### src/rtl/vd_frame_ctrl_if.sv
`default_nettype none
// ============================================================================
// Module      : vd_frame_ctrl_if
// Description : Code-symbol stream from the convolutional encoder into the
//               Viterbi frame controller (valid/ready handshake).
// Revision    : 1.0 - initial release
// ============================================================================
interface vd_frame_ctrl_if;
  logic [1:0] sym_in;     // rate-1/2 code symbol
  logic       sym_valid;  // sym_in carries a symbol
  logic       sym_ready;  // controller takes the symbol this cycle

  // Encoder side
  modport master (
    output sym_in,
    output sym_valid,
    input  sym_ready
  );

  // Frame controller side
  modport slave (
    input  sym_in,
    input  sym_valid,
    output sym_ready
  );
endinterface
`default_nettype wire

### src/rtl/vd_frame_ctrl.sv
`default_nettype none
// ============================================================================
// Module      : vd_frame_ctrl
// Description : Frame sequencer in front of a Viterbi decoder. Feeds FRAME_LEN
//               code symbols, appends TAIL_LEN zero symbols to terminate the
//               trellis, drains the decoder for DEC_LATENCY active cycles and
//               forwards only the decoded information bits.
// Revision    : 1.0 - initial release
// ============================================================================
module vd_frame_ctrl #(
  parameter int FRAME_LEN   = 64,  // information symbols per frame
  parameter int TAIL_LEN    = 8,   // zero tail symbols (K-1)
  parameter int DEC_LATENCY = 32,  // decoder delay in active cycles
  parameter int CNT_W       = 8    // symbol / phase counter width
) (
  input  wire logic             CLOCK,
  input  wire logic             Reset,
  input  wire logic             start,
  input  wire logic             abort,
  vd_frame_ctrl_if.slave        sym,
  output logic                  dec_active,
  output logic [1:0]            dec_code,
  input  wire logic             dec_bit_in,
  output logic                  bit_out,
  output logic                  bit_valid,
  output logic                  busy,
  output logic                  frame_done,
  output logic [CNT_W-1:0]      sym_count
);

  // Terminal counts for the symbol and phase counters.
  localparam logic [CNT_W-1:0] c_frame_len  = CNT_W'(FRAME_LEN);
  localparam logic [CNT_W-1:0] c_frame_last = CNT_W'(FRAME_LEN - 1);
  localparam logic [CNT_W-1:0] c_tail_last  = CNT_W'(TAIL_LEN - 1);
  localparam logic [CNT_W-1:0] c_drain_last = CNT_W'(DEC_LATENCY - 1);
  localparam logic [CNT_W-1:0] c_cnt_one    = CNT_W'(1);

  typedef enum logic [2:0] {
    S_IDLE  = 3'd0,
    S_FEED  = 3'd1,
    S_FLUSH = 3'd2,
    S_DRAIN = 3'd3,
    S_DONE  = 3'd4
  } state_t;

  state_t                 r_state;
  logic [CNT_W-1:0]       r_phase;     // cycles spent in FLUSH / DRAIN
  logic                   r_tag_cur;   // tag of the symbol now on dec_code
  logic [DEC_LATENCY-1:0] r_tag;       // tags of symbols inside the decoder
  logic [DEC_LATENCY-1:0] w_tag_next;
  logic                   w_abort;
  logic                   w_accept;

  // Abort only has meaning while a frame is in progress.
  assign w_abort  = abort && (r_state != S_IDLE);
  assign sym.sym_ready = (r_state == S_FEED);
  assign w_accept = sym.sym_valid && (r_state == S_FEED) && !w_abort;
  assign busy     = (r_state != S_IDLE);

  // Tag register shifted by one position with the current symbol's tag.
  generate
    if (DEC_LATENCY > 1) begin : g_tag_deep
      assign w_tag_next = {r_tag[DEC_LATENCY-2:0], r_tag_cur};
    end else begin : g_tag_single
      assign w_tag_next = r_tag_cur;
    end
  endgenerate

  // Frame sequencing: state, decoder drive, symbol and phase counting.
  always_ff @(posedge CLOCK or posedge Reset) begin
    if (Reset) begin
      r_state    <= S_IDLE;
      r_phase    <= '0;
      r_tag_cur  <= 1'b0;
      dec_active <= 1'b0;
      dec_code   <= 2'b00;
      frame_done <= 1'b0;
      sym_count  <= '0;
    end else if (w_abort) begin
      // Drop the frame silently; dec_code and sym_count keep their values.
      r_state    <= S_IDLE;
      r_phase    <= '0;
      r_tag_cur  <= 1'b0;
      dec_active <= 1'b0;
      frame_done <= 1'b0;
    end else begin
      frame_done <= 1'b0;
      case (r_state)
        S_IDLE: begin
          dec_active <= 1'b0;
          r_tag_cur  <= 1'b0;
          if (start) begin
            r_state   <= S_FEED;
            sym_count <= '0;
            r_phase   <= '0;
          end
        end

        S_FEED: begin
          if (w_accept) begin
            dec_active <= 1'b1;
            dec_code   <= sym.sym_in;
            r_tag_cur  <= 1'b1;
            if (sym_count != c_frame_len) begin
              sym_count <= sym_count + c_cnt_one;
            end
            if (sym_count == c_frame_last) begin
              r_state <= S_FLUSH;
            end
          end else begin
            // Stall: decoder frozen, code held for the next accepted symbol.
            dec_active <= 1'b0;
            r_tag_cur  <= 1'b0;
          end
        end

        S_FLUSH: begin
          dec_active <= 1'b1;
          dec_code   <= 2'b00;
          r_tag_cur  <= 1'b0;
          if (r_phase == c_tail_last) begin
            r_phase <= '0;
            r_state <= S_DRAIN;
          end else begin
            r_phase <= r_phase + c_cnt_one;
          end
        end

        S_DRAIN: begin
          dec_active <= 1'b1;
          dec_code   <= 2'b00;
          r_tag_cur  <= 1'b0;
          if (r_phase == c_drain_last) begin
            r_phase <= '0;
            r_state <= S_DONE;
          end else begin
            r_phase <= r_phase + c_cnt_one;
          end
        end

        S_DONE: begin
          // The cycle in this state is still the last active cycle.
          dec_active <= 1'b0;
          r_tag_cur  <= 1'b0;
          frame_done <= 1'b1;
          r_state    <= S_IDLE;
        end

        default: begin
          dec_active <= 1'b0;
          r_tag_cur  <= 1'b0;
          r_state    <= S_IDLE;
        end
      endcase
    end
  end

  // Output tagging: advance only at the end of an active cycle, so decoder
  // stalls never misalign the tag stream with DecodeOut.
  always_ff @(posedge CLOCK or posedge Reset) begin
    if (Reset) begin
      r_tag     <= '0;
      bit_out   <= 1'b0;
      bit_valid <= 1'b0;
    end else if (w_abort) begin
      r_tag     <= '0;
      bit_valid <= 1'b0;
    end else if (dec_active) begin
      bit_valid <= r_tag[DEC_LATENCY-1];
      bit_out   <= dec_bit_in;
      r_tag     <= w_tag_next;
    end else begin
      bit_valid <= 1'b0;
    end
  end

endmodule
`default_nettype wire

### src/flat_wrapper.sv
// flat-port wrapper written by rule: the top's interface ports become plain ports
module vd_frame_ctrl_flat 
#(
  parameter int FRAME_LEN   = 64,                                  
  parameter int TAIL_LEN    = 8,                             
  parameter int DEC_LATENCY = 32,                                   
  parameter int CNT_W       = 8                                   
)
  (CLOCK, Reset, start, abort, dec_active, dec_code, dec_bit_in, bit_out, bit_valid, busy, frame_done, sym_count, sym_sym_in, sym_sym_valid, sym_sym_ready);
  vd_frame_ctrl_if sym_i ();
  input  wire logic CLOCK;
  input  wire logic Reset;
  input  wire logic start;
  input  wire logic abort;
  output logic dec_active;
  output logic [1:0] dec_code;
  input  wire logic dec_bit_in;
  output logic bit_out;
  output logic bit_valid;
  output logic busy;
  output logic frame_done;
  output logic [CNT_W-1:0] sym_count;
  input wire logic [$bits(sym_i.sym_in)-1:0] sym_sym_in;
  input wire logic [$bits(sym_i.sym_valid)-1:0] sym_sym_valid;
  output wire logic [$bits(sym_i.sym_ready)-1:0] sym_sym_ready;
  assign sym_i.sym_in = sym_sym_in;
  assign sym_i.sym_valid = sym_sym_valid;
  assign sym_sym_ready = sym_i.sym_ready;
  vd_frame_ctrl #(.FRAME_LEN(FRAME_LEN), .TAIL_LEN(TAIL_LEN), .DEC_LATENCY(DEC_LATENCY), .CNT_W(CNT_W)) u_core (.CLOCK(CLOCK), .Reset(Reset), .start(start), .abort(abort), .sym(sym_i), .dec_active(dec_active), .dec_code(dec_code), .dec_bit_in(dec_bit_in), .bit_out(bit_out), .bit_valid(bit_valid), .busy(busy), .frame_done(frame_done), .sym_count(sym_count));
endmodule
### config.mk
export PLATFORM = sky130hd
export DESIGN_NAME = vd_frame_ctrl_flat
export DESIGN_NICKNAME = d
export VERILOG_FILES = /design/src/rtl/vd_frame_ctrl_if.sv /design/src/rtl/vd_frame_ctrl.sv /design/src/flat_wrapper.sv
export SDC_FILE = /design/constraint.sdc
export NUM_CORES = 1
export LEC_CHECK = 0
export CORE_UTILIZATION = 51
export DETAILED_ROUTE_END_ITERATION = 16
export PLACE_DENSITY = 0.76
export SLEW_MARGIN = 0
export SYNTH_ARGS = -nofsm -noshare
export SYNTH_HDL_FRONTEND = slang
export SYNTH_SLANG_ARGS = --single-unit
export TNS_END_PERCENT = 30
### constraint.sdc
create_clock -name CLOCK -period 1.75 [get_ports CLOCK]
set_input_delay 0.175 -clock CLOCK [delete_from_list [all_inputs] [get_ports CLOCK]]
set_output_delay 0.175 -clock CLOCK [all_outputs]
set_load 0.05 [all_outputs]
---- Word-level counts from Yosys, hierarchy flattened ----
Index checks and enable logic that the tools add are counted.
word-level totals
  register bits after elaboration ......... 58
  input port bits ......................... 8
  output and inout port bits .............. 16
  logic and storage cells ................. 73
operators by class
  add/subtract/negate cells ............... 2
  eq/ne operators ......................... 16
  muxes and demuxes ....................... 28
  bitwise gates (word level) .............. 1
  reductions and logical operators ........ 16
operator list
  cell                                                             number
  32-bit two-way mux                                               2
  8-bit two-way mux                                                6
  8-bit case mux with 3 select lines                               1
  3-bit two-way mux                                                6
  8-bit by 1-bit adder with 8-bit output, second input constant    2
  8-bit case mux with 2 select lines                               1
  3-bit by 1-bit != test with 1-bit output, second input constant  4
  3-bit case mux with 4 select lines                               1
  5-bit AND reduction                                              2
  8-bit by 3-bit == test with 1-bit output, second input constant  1
  8-bit by 5-bit == test with 1-bit output, second input constant  1
  8-bit by 6-bit == test with 1-bit output, second input constant  1
  1-bit two-way mux                                                8
  8-bit by 7-bit != test with 1-bit output, second input constant  1
  3-bit by 2-bit == test with 1-bit output, second input constant  2
  2-bit nonzero test                                               3
  2-bit by 1-bit != test with 1-bit output, second input constant  2
  2-bit case mux with 2 select lines                               1
  2-bit AND reduction                                              2
  4-bit nonzero test                                               1
  3-bit by 1-bit == test with 1-bit output, second input constant  1
  3-bit == test, second input constant                             1
  1-bit logical AND                                                3
  3-bit logical NOT                                                1
  other kinds (9)                                                  9

---- Depth between registers and ports, before layout ----
  depth after elaboration ................. 7
  gate-level depth with buffers ........... 6

---- Worst setup path before layout ----
No wires, ideal clock.
  path kind ............................... register -> register
  from .................................... register u_core.r_state[2]
  to ...................................... register u_core.bit_out
  library setup time ...................... 0.128 ns
  arrival ................................. 1.832 ns
  required time ........................... 1.622 ns
  path slack .............................. -0.210 ns
  cell stages (with the launch flop) ...... 6
  path buffers ............................ 1
  cell sequence ........................... dfrtp_1 > or3_1 > and2_1 > clkbuf_1 > nor2b_1 > mux2_1
on the way
  longest elaborated chain between the ends .. 4
RTL lines
  element                               RTL line              source
  start: declaration                    vd_frame_ctrl.sv:46   state_t r_state;
  start signal: assignment              vd_frame_ctrl.sv:72   r_state <= S_IDLE;
  start signal: assignment              vd_frame_ctrl.sv:81   r_state <= S_IDLE;
  start signal: assignment              vd_frame_ctrl.sv:93   r_state <= S_FEED;
  3-bit nonzero test                    --
  net busy                              flat_wrapper.sv:20    output logic busy;
  1-bit logical AND                     vd_frame_ctrl.sv:55   assign w_abort = abort && (r_state != S_IDLE);
  1-bit inverter (no source line)       --
  2-bit AND reduction (no source line)  --
  end signal: assignment                vd_frame_ctrl.sv:170  bit_out <= dec_bit_in;
  end: declaration                      vd_frame_ctrl.sv:24   output logic bit_out,
The timed path passes the listed nets, and every way through them passes these cells.
A chain may end at the register's enable or synchronous reset.

---- Worst setup path after layout ----
  from .................................... register u_core.r_state[0]
  to ...................................... register u_core.r_state[0]
on the way
  longest elaborated chain between the ends .. 6
  elaborated cells on any way between the ends .. 17
RTL lines
  element                                                    RTL line             source
  3-bit nonzero test                                         vd_frame_ctrl.sv:55
  1-bit logical AND                                          vd_frame_ctrl.sv:55
  1-bit logical NOT                                          vd_frame_ctrl.sv:57  assign w_accept = sym.sym_valid && (r_state == S_FEED) && !w_abort;
  1-bit logical AND                                          vd_frame_ctrl.sv:57
  3-bit by 1-bit != test with 1-bit output (no source line)  --
  5-bit AND reduction (no source line)                       --
Several ways; a longest one is shown, not always the timed one.

==> qor.yml <==
pwr-share-clk_pct: 38.9
rsz0062_at_grt: "yes"
synth_edf_count: 0
grt_max_degree: 34
synth_xor_area_share_pct: 1.623
irDropWorstVdd_v: 0.0008329
synthAdderAreaFrac_pct: 1.391
initial_utilization_pct: 52.84
synthTopCellsByArea: "dfrtp_1 54%, mux2i_1 12%, nor2_1 6.4%"
critPathArrivalTime_ns: 1.92
synth_compound_area_share_pct: 7.418
routed_wl_mm: 5.553
clock_latency_ns: 0.33
multiInputGateArea_um2: 1240
avgSynthCellArea_um2: 10.80
yosys.area.top_type: "dfrtp_1"
h-tree-depth: 3
maxSlewHeadroom_pct: 64.01
vias: 2073
area_growth_pct: 28.88
postLayoutCoreUtil_pct: 68.10
rows: 26
synthSimpleGateAreaFrac_pct: 20.12
finalCritPeriodShare_pct: 98.25
path_clk_slew_ns: 0.07
drtIter0Drc: 96
placedInstanceArea_um2: 3192
die_area_um2: 5587
post-route-cell-area_um2: 3478
grt_first_pass_wirelength_mm: 9.225
drv_cap: 0
fin_ws_ns: 0.03061
p_sw_uw: 810.0
power_frac_comb_pct: 15.2
fillers: 409
finClkSkew_ns: 0.009731
hold_class: "input pin to async pin"
synthArstFlopShare_pct: 100.0
yosysMostFrequentCell: "dfrtp_1"
synth_warnings: 0
root_buffer: "clkbuf_8"
finalNetCount: 314
synthDistinctLibCells: 48
yosysSeqAreaShare_pct: 53.78
port_buffers: 23
leakage_nw: 1.605
hpwl_mm: 3.631
timing.final.max_slew_violations: 0
grt_usage_pct: 22.28
yosys_most_used_dff: "dfrtp_1"
overflow: 0
dieWidth_um: 74.75
drtPass1Iterations: 4
synth-seq-cells: 58
cp_max_fo: 3
gp_congestion: 0.8584
synth.top_cells.by_count: "58 x dfrtp_1, 46 x nor2_1, 33 x mux2i_1"
synth_cells: 250
power_density_nw_per_um2: 876.9
cts_tree: "done"
drc_errors: 0
place_ws_ns: -0.1222
drive_gt1_share_pct: 24.43
synth_top_cell_area_share_pct: 53.78
grt_pass1_vias: 2062
wire_per_inst_um: 14.73
io_pins: 24
fmax_mhz: 581.6
layout_min_cycle_time_ns: 1.719
numCtsBuffers: 9
status: "finished, final reports clean"
swShare_pct: 26.56
synth_top_family_by_area: "simple AND/OR/NAND/NOR gates"
critPathRequiredTime_ns: 1.95
seqCellArea_um2: 1453
routed_via_density: 5.499
cts_buffer_depth: 2
syn_nets: 261
antenna_found_initial: 0
hold_viol: 0
syn-cell-area_um2: 2699
synth_mux_area_share_pct: 12.66
path_class: "register to register"
crit_path_end_kind: "register"
drtAntennaViolNets: 0
seqPwrFrac_pct: 45.9
n_antenna_cell: 0
tightest_slew_ns: 0.5381
cts.sinks: 58
internal_power_mw: 2.240
finalSetupViolCount: 0
core_area_um2: 5107
critPathLaunchType: "register"
fp.dieH_um: 74.75
-- critical path: stages (launching register included) --
cell       delay [ns]
dfrtp_1          0.40
or3_4            0.42
a2111oi_4        0.43
buf_4            0.19
o22a_1           0.12
o21ai_1          0.05
-- power by group through the flow --
stage	Sequential [mW]	Combinational (mW)	Clock, mW
final	1.40	0.465	1.19
after global routing	1.40	0.498	1.27
after CTS	1.40	0.451	1.21
after detailed placement	1.42	0.439	0
after global placement	1.42	0.433	0
after floorplan	1.52	0.178	0
-- cell usage in the layout (no fill, tap or decap), drive strengths merged, types with 3 or more instances in the layout --
cell type      netlist  final
xnor2                5      5
ha                   3      3
nor3                 5      5
clkbuf               6     12
a21oi                3      3
inv                  7      7
mux2i               33     33
and2                 3      3
or4                  3      3
nand2b               4      4
o21ai                9      9
clkdlybuf4s50        0     12
nor2                47     47
nand3               12     12
dfrtp               58     58
buf                  6     40
nor4                 4      4
nand2               11     11
-- cell type report --
class,instances,area share (%)
sequential,58,41.76
multi-input combinational,173,35.65
timing repair buffer,54,13.99
clock buffer,12,4.173
tap,70,2.518
clock inverter,3,1.151
inverter,7,0.7554
-- stage by stage --
step                setup TNS, ns  hold WS, ns  std cells  total power, mW
floorplan                       0       0.2856        250            1.695
finish                          0       0.1758        377            3.050
global placement          -0.6940       0.4644        359            1.856
global route              -0.1330       0.2295        377            3.171
detailed placement         -1.112       0.4781        359            1.863
CTS                             0       0.1861        376            3.060
-- state kept, by name (all words and copies together), names as in the netlist --
signal and cells:
u_core.bit_out 1, u_core.bit_valid 1, u_core.dec_active 1, u_core.dec_code 2, u_core.frame_done 1, u_core.r_phase 8, u_core.r_state 3, u_core.r_tag 32
u_core.r_tag_cur 1, u_core.sym_count 8
-- repair_timing --
item                                    in CTS  in global routing
gates resized for setup                      2                 17
buffers inserted                             2                  1
endpoints found under the hold margin        0                  0
hold buffers                                 0                  0
pin swaps                                    2                  5
endpoints found under the setup margin      11                 12
-- path summary, 6_finish.rpt --
kind	slack, ns	start	to	cells after the start
worst min-delay path	0.18	Reset	u_core.r_tag[24]	2
worst max-delay path	0.03	u_core.r_state[0]	u_core.r_state[0]	5
worst max register to register	0.03	u_core.r_state[0]	u_core.r_state[0]	5
min in group CLOCK	0.42	sym_sym_in[0]	u_core.dec_code[0]	3
worst min register to register	0.49	u_core.r_tag_cur	u_core.r_tag[0]	2
max in group asynchronous	0.98	Reset	u_core.r_tag[9]	3
-- cell families (layout without fill, tap and decap cells) --
| group | count (synthesis) | count (layout) |
|---|---|---|
| AO/OA/AOI/OAI | 26 | 26 |
| multiplexers | 34 | 34 |
| XOR/XNOR | 5 | 5 |
| flip-flops | 58 | 58 |
| buffers and inverters | 19 | 76 |
| adder cells (fa/ha/maj) | 3 | 3 |
| AND/OR/NAND/NOR | 105 | 105 |
-- per-layer routing --
layer / part of all wire (%) / track usage [%] / up-vias / wire, µm
met5: 0 / 0 / - / 0
met4: 1.9 / 10.69 / 0 / 106
met3: 4.5 / 5.622 / 12 / 248
met2: 49 / 35.14 / 62 / 2711
met1: 45 / 28.87 / 1016 / 2486
li1: - / - / 983 / -
Power figures use the tool's default switching activity.
